===== src/rtl/fifo_fill_ctrl.sv =====
// fifo_fill_ctrl: read-side FIFO fill controller for the VDMA line read path.
// Splits each line into BURST_LEN bursts plus one shorter tail burst. A burst is
// requested only once the FIFO has room for all of it.
// Optional macro FILL_ERR_EN adds a sticky err output for protocol violations.
module fifo_fill_ctrl #(
    parameter int unsigned DEPTH     = 512,
    parameter int unsigned BURST_LEN = 100,
    parameter int unsigned LSIZE     = 9,
    parameter int unsigned CSIZE     = 10,
    parameter int unsigned LINE_W    = 16
) (
    input  logic              clock,
    input  logic              rst_n,
    input  logic              line_start,
    input  logic [LINE_W-1:0] line_len,
    input  logic [CSIZE-1:0]  count,
    input  logic              fifo_full,
    output logic              burst_req,
    output logic [LSIZE-1:0]  req_len,
    input  logic              resp,
    input  logic              done,
    output logic              busy,
    output logic              line_done
`ifdef FILL_ERR_EN
    ,
    output logic              err
`endif
);

    // Free space is computed one bit wider than the fill level so DEPTH itself fits.
    localparam int unsigned FREE_W = CSIZE + 1;

    typedef enum logic [2:0] {
        IDLE,
        CHECK,
        REQ,
        WAIT_DONE,
        FSH
    } state_t;

    state_t            state;
    state_t            nstate;
    logic [LINE_W-1:0] remaining;
    logic [LINE_W-1:0] remaining_nxt;
    logic [LSIZE-1:0]  req_len_nxt;
    logic [LSIZE-1:0]  len_c;
    logic [FREE_W-1:0] free_c;
    logic [LINE_W-1:0] rem_after_c;
    logic              room_c;

    // Length of the next burst and free words in the FIFO.
    always_comb begin
        if (remaining < LINE_W'(BURST_LEN)) begin
            len_c = LSIZE'(remaining);
        end else begin
            len_c = LSIZE'(BURST_LEN);
        end
        if ({1'b0, count} >= FREE_W'(DEPTH)) begin
            free_c = '0;
        end else begin
            free_c = FREE_W'(DEPTH) - {1'b0, count};
        end
        room_c      = (free_c >= FREE_W'(len_c)) && !fifo_full;
        rem_after_c = remaining - LINE_W'(req_len);
    end

    // Next-state logic; resp and done together in REQ take the done path directly.
    always_comb begin
        nstate        = state;
        remaining_nxt = remaining;
        req_len_nxt   = req_len;
        case (state)
            IDLE: begin
                if (line_start) begin
                    if (line_len != '0) begin
                        nstate        = CHECK;
                        remaining_nxt = line_len;
                    end else begin
                        nstate = FSH;
                    end
                end
            end
            CHECK: begin
                if (room_c) begin
                    nstate      = REQ;
                    req_len_nxt = len_c;
                end
            end
            REQ: begin
                if (resp) begin
                    if (done) begin
                        remaining_nxt = rem_after_c;
                        nstate        = (rem_after_c == '0) ? FSH : CHECK;
                    end else begin
                        nstate = WAIT_DONE;
                    end
                end
            end
            WAIT_DONE: begin
                if (done) begin
                    remaining_nxt = rem_after_c;
                    nstate        = (rem_after_c == '0) ? FSH : CHECK;
                end
            end
            FSH: begin
                nstate = IDLE;
            end
            default: begin
                nstate = IDLE;
            end
        endcase
    end

    // State, line bookkeeping and registered outputs.
    always_ff @(posedge clock or negedge rst_n) begin
        if (!rst_n) begin
            state     <= IDLE;
            remaining <= '0;
            req_len   <= '0;
            burst_req <= 1'b0;
            busy      <= 1'b0;
            line_done <= 1'b0;
        end else begin
            state     <= nstate;
            remaining <= remaining_nxt;
            req_len   <= req_len_nxt;
            burst_req <= (nstate == REQ);
            busy      <= (nstate != IDLE);
            line_done <= (nstate == FSH);
        end
    end

`ifdef FILL_ERR_EN
    logic err_evt_c;

    // Protocol violations seen by the controller.
    always_comb begin
        err_evt_c = (line_start && (state != IDLE))
                 || (done && ((state == IDLE) || (state == CHECK) || (state == FSH)))
                 || (resp && (state != REQ))
                 || ({1'b0, count} > FREE_W'(DEPTH));
    end

    // Sticky error flag, cleared only by reset.
    always_ff @(posedge clock or negedge rst_n) begin
        if (!rst_n) begin
            err <= 1'b0;
        end else begin
            err <= err | err_evt_c;
        end
    end
`endif

endmodule


===== config.mk =====
export PLATFORM = sky130hd
export DESIGN_NAME = fifo_fill_ctrl
export DESIGN_NICKNAME = d
export VERILOG_FILES = /design/src/rtl/fifo_fill_ctrl.sv
export SDC_FILE = /design/constraint.sdc
export NUM_CORES = 1
export LEC_CHECK = 0
export CAP_MARGIN = 20
export CELL_PAD_IN_SITES_DETAIL_PLACEMENT = 1
export CELL_PAD_IN_SITES_GLOBAL_PLACEMENT = 1
export CORE_AREA = 2 2 83 85
export DETAILED_ROUTE_END_ITERATION = 10
export DIE_AREA = 0 0 85 87
export PLACE_DENSITY_LB_ADDON = 0.1
export SLEW_MARGIN = 25
export SYNTH_ARGS = -nofsm -noshare
export SYNTH_HDL_FRONTEND = slang
export SYNTH_SLANG_ARGS = --single-unit

===== constraint.sdc =====
create_clock -name clock -period 3.9 [get_ports clock]
set_input_delay 0.39 -clock clock [delete_from_list [all_inputs] [get_ports clock]]
set_output_delay 0.39 -clock clock [all_outputs]
set_load 0.02 [all_outputs]

* Word level (Yosys, flattened, before mapping)
Index checks and enable logic that the tools add are counted.
Storage, ports and cells: logic and storage cells 43, output and inout bits 12, register bits after elaboration 31, input bits 32
Operators by class: equal/unequal tests 8, magnitude comparators 3, reductions and logical operators 9, mux-type cells 15, add/sub/neg operators 2
Operators with widths (count):
- two-way mux 16 bit | 4
- one-hot mux 16 bit (3 select lines) | 1
- two-way mux 3 bit | 7
- logical NOT 16 bit | 1
- < comparator 16 x 7 -> 1 bit, second input constant | 1
- nonzero test 16 bit | 1
- subtractor 16 x 9 -> 16 bit | 1
- one-hot mux 3 bit (4 select lines) | 1
- >= comparator 11 x 9 -> 1 bit | 1
- two-way mux 11 bit | 1
- subtractor 10 x 10 -> 11 bit, first input constant | 1
- >= comparator 10 bit, second input constant | 1
- equality test 3 x 2 -> 1 bit, second input constant | 3
- two-way mux 9 bit | 1
- inequality test 2 bit, second input constant | 3
- nonzero test 3 bit | 2
- AND reduction 4 bit | 1
- equality test 3 x 1 -> 1 bit, second input constant | 1
- equality test 3 bit, second input constant | 1
- logical NOT 3 bit | 1
- AND reduction 2 bit | 1
- logical AND 1 bit | 1
- logical NOT 1 bit | 1

* Longest topological paths before layout
Gate-level depths: netlist (run 1).
word-level depth 7, depth in mapped cells 14, depth with buffers taken out 13

* Worst setup path before layout (run 1)
Ideal clock, no wire load.
kind flip-flop to flip-flop, from register remaining[15], to register req_len[0], setup time 128 ps, cell stages (with the launch flop) 12, data required time 3772 ps, path buffers 1, data arrival time 2951 ps, period minus slack after synthesis 3079 ps, slack 821 ps, cells stage by stage dfrtp_1 > or3_1 > nor4_1 > ha_1 > nand2b_1 > a211oi_1 > o21bai_1 > a2111oi_0 > o22a_1 > nor2b_1 > buf_2 > mux2_1
On the way: cells in the longest elaborated chain, start to end 5
RTL lines:
- from (decl) | RTL line 43 | logic [LINE_W-1:0] remaining;
- from (signal assigned) | RTL line 125 | remaining <= remaining_nxt;
- < comparator 16 x 7 -> 1 bit * | RTL line 53 | if (remaining < LINE_W'(BURST_LEN)) begin
- two-way mux 9 bit * | RTL line 53
- via len_c[0] | RTL line 46 | logic [LSIZE-1:0] len_c;
- >= comparator 11 x 9 -> 1 bit | RTL line 63 | room_c = (free_c >= FREE_W'(len_c)) && !fifo_full;
- logical AND 1 bit | RTL line 63
- AND reduction 2 bit (no line)
- to (signal assigned) | RTL line 126 | req_len <= req_len_nxt;
- to (decl) | RTL line 19 | output logic [LSIZE-1:0] req_len,
The timed path passes the listed nets; every way through them passes the cells marked *. A chain may end at the register's enable or synchronous reset.

* Worst setup path after layout (run 1)
from register remaining[11], to register req_len[0]
The elaborated chain is that of the path after synthesis.

==> results.cfg, run 1 <==
[logic_synthesis]
synth_top_flop_cell = dfrtp_1
ys_seq_area_frac = 0.306
ys_ff_latch = 31
ys_types = 60
syn_inst = 300
yosysWarnings = 0
synth-edff-count = 0
syn_area_sq_um = 2540
syn_area_per_cell_sq_um = 8.46
async_flop_share = 1.00

[floorplanning]
dieArea_sq_um = 7400
fp.dieH_um = 87
initial_core_util = 0.386
rows = 30
io_pins = 44
die_w_um = 85
coreArea_sq_um = 6570

[timing]
max_freq_ghz = 0.280
holdWs_ps = 511
report.final.hold_viol_count = 0
relSlewSlack = 0.539
skew_ps = 7.70
post-route-min-period_ps = 3580
fin_tns_setup_ps = 0
post-route-period-util = 0.917
report.final.slew_viol_count = 0
setup_viol = 0
worst_pin_slew_ps = 684
grt_setup_unrepaired = false

[drt]
dr_total_vias = 2389
vias_per_cell = 5.69
first_iter_violations = 56
ant_nets = 0
routed_wl_um = 7110
drc = 0
drtPass1Iterations = 4
wire_per_inst_um = 16.9

[layout]
drive_gt1_frac = 0.0735
fin_nets = 392
nFillCells = 792
area_delta_synth_final_pct = 21.5
num_antenna_cells = 0

[critical_path]
crit_fanout = 9
critical_path_class = reg2reg
worstSetupEndpointType = register
cp_data_arrival_time_ps = 3730
r2r_cells = 11
required_ps = 4060
cp-start-kind = register

[clocking]
cts_max_path_buffers = 2
clock_latency_ps = 280
cts.clk_slew.worst_paths_ps = 70
cts-root-buf = clkbuf_8
h-tree-depth = 2
clock-sinks = 31
hold_buffers = 0
cts_made_buffers = 5
cts_tree = built

[hold_path]
hp-class = in2async

[place]
place.detailed.hpwl_um = 5620
io_buffer_count = 43
gp_congestion = 0.863

[grt]
grt_first_pass_wirelength_um = 11600
grt_max_degree = 32
antenna_found_initial = 0
overflow = 0
track_usage = 0.198
grt_pass1_vias = 2411

[power]
vdd_drop_max_v = 0.000232
leakage_nw = 1.26
powerDensity_nw_per_um2 = 610

[job]
cap_viol_max_count = 0

[outcome]
status = completed
## report_power, final
group | switching (mW) | internal [mW]
sequential | 0.120 | 0.429
clock | 0.122 | 0.138
combinational | 0.621 | 0.448
total | 0.864 | 1.02
## flip-flops by register name, indices dropped and copies added (netlist names)
register / flops
remaining: 16
req_len: 9
state: 3
burst_req: 1
busy: 1
line_done: 1
## Yosys cell counts (2+ instances only)
cell      number  area [sq um]
mux2i_1        9          90.1
o22ai_1        2          12.5
or4b_2         2          20.0
nor2_1        40           150
nand2_1       30           113
a211oi_1       6          45.0
nand2b_1       6          37.5
a22oi_1        3          22.5
clkbuf_8       3          41.3
clkbuf_1       3          11.3
o211ai_1       2          15.0
buf_2          5          25.0
xor2_1         6          52.6
o21a_1         3          22.5
o21ai_0       19          95.1
ha_1          19           238
nand4_1        3          18.8
nand3_1        7          35.0
dfrtp_1       31           776
a21oi_1       19          95.1
and3_2         2          15.0
o21bai_1       2          15.0
buf_4          2          15.0
nor4_1         9          56.3
nor3_1         5          25.0
inv_1         13          48.8
xnor2_1        8          70.1
nor2b_1        3          18.8
a22o_1         2          17.5
a31oi_1        5          31.3
o32ai_1        2          17.5
## worst max-delay path, stage by stage, from the launching register on
cell and delay (ps):
dfrtp_1 430, nor2_1 290, nand3_1 330, nor4_1 490, ha_1 300, nand2b_1 140
a211oi_1 220, o21bai_1 100, a2111oi_0 420, o22a_1 250, nor2b_2 140, mux2_1 340
## routing by layer
| metal | track usage | share of wire | vias to the layer above |
|---|---|---|---|
| li1 | - | - | 1173 |
| met1 | 0.261 | 0.48 | 1166 |
| met2 | 0.344 | 0.48 | 46 |
| met3 | 0.0284 | 0.031 | 4 |
| met4 | 0.0476 | 0.0080 | 0 |
| met5 | 0 | 0 | - |
## metrics by stage
step	util	setup slack [ps]	power [mW]	instances	cell area (sq um)
floorplan	-	821	1.35	301	2540
global placement	0.455	170	1.61	413	2990
detailed placement	0.455	69.7	1.62	413	2990
CTS	0.469	217	1.89	420	3080
global route	0.469	140	2.04	420	3080
finish	0.469	325	1.88	420	3080
## cells by family after synthesis
family	Yosys count	share of synthesized area
and+or+nand+nor	115	0.227
AOI/OAI and AO/OA	82	0.216
DFF	31	0.306
buffers and inverters	27	0.0602
adders and majority gates	20	0.102
xor gates and xnor gates	14	0.0483
muxes	10	0.0399
other	1	0.00148
## layout by cell type (no fill, tap or decap), types with 7 or more instances in the layout
| cell type | instances |
|---|---|
| o21ai_0 | 19 |
| inv_1 | 13 |
| nand2_1 | 30 |
| dfrtp_1 | 31 |
| clkdlybuf4s50_1 | 43 |
| ha_1 | 19 |
| mux2i_1 | 9 |
| nor4_1 | 9 |
| a21oi_1 | 19 |
| nor2_1 | 40 |
| nand3_1 | 7 |
| xnor2_1 | 8 |
## cell type report
class,count,area (sq um),area share
clock buffers,6,82.6,0.0268
clock inverters,1,5.00,0.00162
inverters,13,48.8,0.0158
multi-input cells,243,1620,0.525
flip-flops and latches,31,776,0.252
well taps,80,100,0.0325
repair buffers,46,453,0.147
## final timing paths
check / from / endpoint / slack (ps)
hold / removal: rst_n / remaining[10] / 510
max in group asynchronous: rst_n / req_len[1] / 3060
hold reg to reg: remaining[0] / remaining[0] / 550
setup / recovery: remaining[11] / req_len[0] / 320
setup reg to reg: remaining[11] / req_len[0] / 320
min in group clock: remaining[0] / remaining[0] / 550
## what timing repair did
| action | 4_1_cts | 5_1_grt |
|---|---|---|
| hold endpoints to repair | 0 | 0 |
| buffers inserted | 0 | 0 |
| gates resized for setup | 0 | 1 |
| endpoints found under the setup margin | 0 | 1 |
Note: power is estimated with default switching activity, not from simulation.
==> inputs of run 2 (changes only) <==
CORE_AREA = 2 2 80 82   (was 2 2 83 85)
DIE_AREA = 0 0 82 84   (was 0 0 85 87)
clock period = 4.5 ns   (was 3.9 ns; I/O delays follow)
==> run 2 against run 1 <==
Critical path depth did not move. Clock-buffer cell count did not move. Highest routed layer unchanged. Combinational power fell by 14%.
==> results.cfg, run 2 (synthesized netlist as in run 1, its figures left out) <==
[outcome]
status = completed

[critical_path]
required_ps = 4660
r2r_cells = 11
reg2reg_to = req_len[0]
path_buf_inv = 0
cp-start-kind = register
cp_top_family = simple AND/OR/NAND/NOR gates
crit_fanout = 9
worstSetupEndpointType = register
crit_cells = 11
worstPathCellList = nor2_1, nand3_1, nor4_1, ha_1, nand2b_1, a211oi_1, o21bai_1, a2111oi_0, o22a_1, nor2b_1, mux2_1
cp_data_arrival_time_ps = 3920
startpoint = remaining[11]
cp-endpoint = req_len[0]
rrSetupSlack_ps = 740
critical_path_class = reg2reg
worstReg2RegStart = remaining[11]
cpMaxStageDelayCell = a2111oi_0
slowest_delay_ps = 500

[layout]
fin_nets = 391
largest_reg_flops = 16
area_delta_synth_final_pct = 21.0
drive_gt1_frac = 0.0678
fin_area_sq_um = 3070
regMostFlops = remaining
layout_common_cells = clkdlybuf4s50_1 (43), nor2_1 (40), dfrtp_1 (31)
postLayoutCoreUtil = 0.503
largestRegisters = remaining (16), req_len (9), state (3)
nFillCells = 742
final_common_cell = clkdlybuf4s50_1
num_antenna_cells = 0
finalNonFillerCells = 416

[clocking]
cts_max_path_buffers = 2
cts.clk_slew.worst_paths_ps = 70
h-tree-depth = 2
postCtsSetupBuffers = 0
cts-root-buf = clkbuf_8
hold_buffers = 0
cts_resized = 0
clock_latency_ps = 290
clock-sinks = 31
cts_tree = built
cts_made_buffers = 5

[timing]
relSlewSlack = 0.346
fin_tns_setup_ps = 0
max_freq_ghz = 0.266
post-route-min-period_ps = 3760
post-route-period-util = 0.836
skew_ps = 8.21
worst_pin_slew_ps = 981
report.final.hold_viol_count = 0
report.final.slew_viol_count = 0
grt_setup_unrepaired = false
setup_viol = 0

[floorplanning]
coreArea_sq_um = 6100
dieArea_sq_um = 6890
io_pins = 44
initial_core_util = 0.416
rows = 29
fp.dieH_um = 84
die_w_um = 82

[grt]
antenna_found_initial = 0
grt_first_pass_wirelength_um = 12200
grt_pass1_vias = 2453
overflow = 0
grt_max_degree = 32
track_usage = 0.229

[power]
leakage_nw = 1.25
vdd_drop_max_v = 0.000223
powerDensity_nw_per_um2 = 530
p_total_mw = 1.63

[place]
place_area_sq_um = 2980
io_buffer_count = 43
gp_congestion = 0.900
place.detailed.hpwl_um = 5680
place_inst = 409

[job]
cap_viol_max_count = 0

[drt]
vias_per_cell = 5.67
wire_per_inst_um = 17.2
ant_nets = 0
routed_wl_um = 7160
drtPass1Iterations = 4
first_iter_violations = 75
dr_total_vias = 2360
drc = 0

[hold_path]
hp-class = reg2reg
==> run 2: per-stage QoR <==
stage | hold WS [ps] | setup WS, ps
3_5_place_dp | 531 | 552
3_3_place_gp | 520 | 751
5_1_grt | 577 | 348
4_1_cts | 547 | 730
6_report | 536 | 739
2_1_floorplan | 154 | 1420
==> run 2: worst min-delay path by stage <==
stage               slack (ps)            to         start  depth (start not counted)
floorplan                  150     burst_req         rst_n                          0
global placement           520  remaining[7]  remaining[7]                          2
detailed placement         530  remaining[7]  remaining[7]                          2
CTS                        550  remaining[7]  remaining[7]                          2
global route               580  remaining[7]  remaining[7]                          2
finish                     540  remaining[7]  remaining[7]                          2
==> run 2: cell type report <==
class	instances	area [sq um]	share of cell area
Multi-Input combinational cell	243	1620	0.526
Sequential cell	31	776	0.253
Timing Repair Buffer	45	445	0.145
Tap cell	77	96.3	0.0314
Clock buffer	6	82.6	0.0269
Inverter	13	48.8	0.0159
Clock inverter	1	5.00	0.00163
==> run 2: report_power, final <==
group | internal, mW | leakage (nW) | switching [mW]
logic | 0.387 | 0.834 | 0.536
clock network | 0.120 | 0.0470 | 0.110
registers | 0.372 | 0.372 | 0.102
total | 0.879 | 1.25 | 0.748
==> run 2: layer usage <==
metal | up-vias | wire length [um] | share of wire | global-route usage
met5 | - | 0 | 0 | 0
met3 | 6 | 213 | 0.030 | 0.0335
met1 | 1148 | 3360 | 0.47 | 0.311
met4 | 0 | 70 | 0.0098 | 0.0500
li1 | 1172 | - | - | -
met2 | 34 | 3520 | 0.49 | 0.380
==> run 2: worst register-to-register path: cells and delay by family, from the launching register on <==
family                   cells  cell delay (ps)
AO/OA/AOI/OAI                4             1120
adder cells (fa/ha/maj)      1              300
multiplexers                 1              370
AND/OR/NAND/NOR              5             1420
flip-flops                   1              420
==> inputs of run 3 (changes only) <==
CORE_AREA = 2 2 87 89   (was 2 2 80 82)
DIE_AREA = 0 0 89 91   (was 0 0 82 84)
clock period = 3.4 ns   (was 4.5 ns; I/O delays follow)
==> run 3 against run 2 <==
Global-route usage is 3.4 points lower. First-iteration DRC count is 36% lower. Power grew 38%. Utilization shrank 4.9 points. Design area grew 5.7%. Setup slack worse by 460 ps. Non-clock buffer count is 13 higher. Combinational power grew 44%. Die area rose by 18%. Critical path type unchanged.
==> results.cfg, run 3 (synthesized netlist as in run 1, its figures left out) <==
[outcome]
status = completed

[clocking]
clock-sinks = 31
postCtsSetupBuffers = 0
cts_tree = built
clock_latency_ps = 280
cts_made_buffers = 5
cts_max_path_buffers = 2
h-tree-depth = 2
cts.clk_slew.worst_paths_ps = 70
cts-root-buf = clkbuf_8

[timing]
worst_pin_slew_ps = 663
max_freq_ghz = 0.321
skew_ps = 4.22
holdWs_ps = 466
setup_viol = 0
post-route-period-util = 0.917
fin_tns_setup_ps = 0
report.final.hold_viol_count = 0
grt_setup_unrepaired = false
relSlewSlack = 0.553
layout_setup_ws_ps = 281
post-route-min-period_ps = 3120
report.final.slew_viol_count = 0

[power]
vdd_drop_max_v = 0.000306
leakage_nw = 1.32
p_total_mw = 2.25
powerDensity_nw_per_um2 = 694

[hold_path]
hp-class = in2async

[layout]
largestRegisters = remaining (16), req_len (9), state (3)
fin_area_sq_um = 3240
finalNonFillerCells = 451
largest_reg_flops = 16
num_antenna_cells = 0
area_delta_synth_final_pct = 27.9
postLayoutCoreUtil = 0.455
drive_gt1_frac = 0.116
fin_nets = 404
nFillCells = 871
layout_common_cells = clkdlybuf4s50_1 (43), nor2_1 (40), dfrtp_1 (31)
final_common_cell = clkdlybuf4s50_1
regMostFlops = remaining

[floorplanning]
fp.dieH_um = 91
rows = 31
io_pins = 44
dieArea_sq_um = 8100
initial_core_util = 0.356
coreArea_sq_um = 7140
die_w_um = 89

[place]
place.detailed.hpwl_um = 5920
place_inst = 444
post-place-ws_ps = -48.4
place_area_sq_um = 3120
io_buffer_count = 43
gp_congestion = 0.822

[job]
cap_viol_max_count = 0

[critical_path]
slowest_delay_ps = 440
cp_data_arrival_time_ps = 3290
required_ps = 3570
critical_path_class = reg2reg
r2r_cells = 10
cpMaxStageDelayCell = dfrtp_1
crit_fanout = 5
worstPathCellList = or3_4, nor4_4, ha_1, nand2b_1, a211oi_1, o21bai_1, a2111oi_1, o22a_1, nor2b_1, mux2_1
worstSetupEndpointType = register
cp-start-kind = register

[drt]
dr_total_vias = 2384
ant_nets = 0
routed_wl_um = 7430
vias_per_cell = 5.29
drtPass1Iterations = 4
first_iter_violations = 48
drc = 0
wire_per_inst_um = 16.5

[grt]
track_usage = 0.195
overflow = 0
grt_first_pass_wirelength_um = 12400
antenna_found_initial = 0
grt_max_degree = 32
grt_pass1_vias = 2443
[run 3: cell types whose count changed in the layout (fill, tap and decap cells not counted), sizes merged]
cell | before | now
buf | 2 | 15
[run 3: critical path, delay by kind of cell, from the launching register on]
family          cells  cell delay, ps
compound gates      4            1010
simple gates        4             970
flops               1             440
fa+ha+maj           1             270
mux                 1             310
[run 3: cell type report]
class / count / area (sq um) / area share
Clock inverter: 1 / 5.00 / 0.00154
Sequential cell: 31 / 776 / 0.239
Multi-Input combinational cell: 243 / 1650 / 0.509
Timing Repair Buffer: 58 / 556 / 0.171
Clock buffer: 6 / 82.6 / 0.0255
Tap cell: 99 / 124 / 0.0382
Inverter: 13 / 48.8 / 0.0150
[run 3: metal layers]
metal	track usage	wire, um
met1	0.267	3490
met2	0.325	3680
met3	0.0255	175
met4	0.0448	80
met5	0	0
[run 3: path summary, 6_finish.rpt]
path | from | end | slack [ps]
worst min register to register | req_len[5] | req_len[5] | 550
max in group asynchronous | rst_n | state[1] | 2630
worst max register to register | remaining[8] | req_len[0] | 280
worst max-delay path | remaining[8] | req_len[0] | 280
worst min-delay path | rst_n | req_len[4] | 470
min in group clock | req_len[5] | req_len[5] | 550
[run 3: what timing repair did]
item                                    4_1_cts  5_1_grt
endpoints found under the hold margin         0        0
hold buffers                                  0        0
endpoints found under the setup margin        0       11
gates resized for setup                       0        7
[run 3: power by group]
part / switching, mW / internal (mW)
Combinational: 0.770 / 0.560
Clock: 0.146 / 0.159
Sequential: 0.124 / 0.492
Total: 1.04 / 1.21
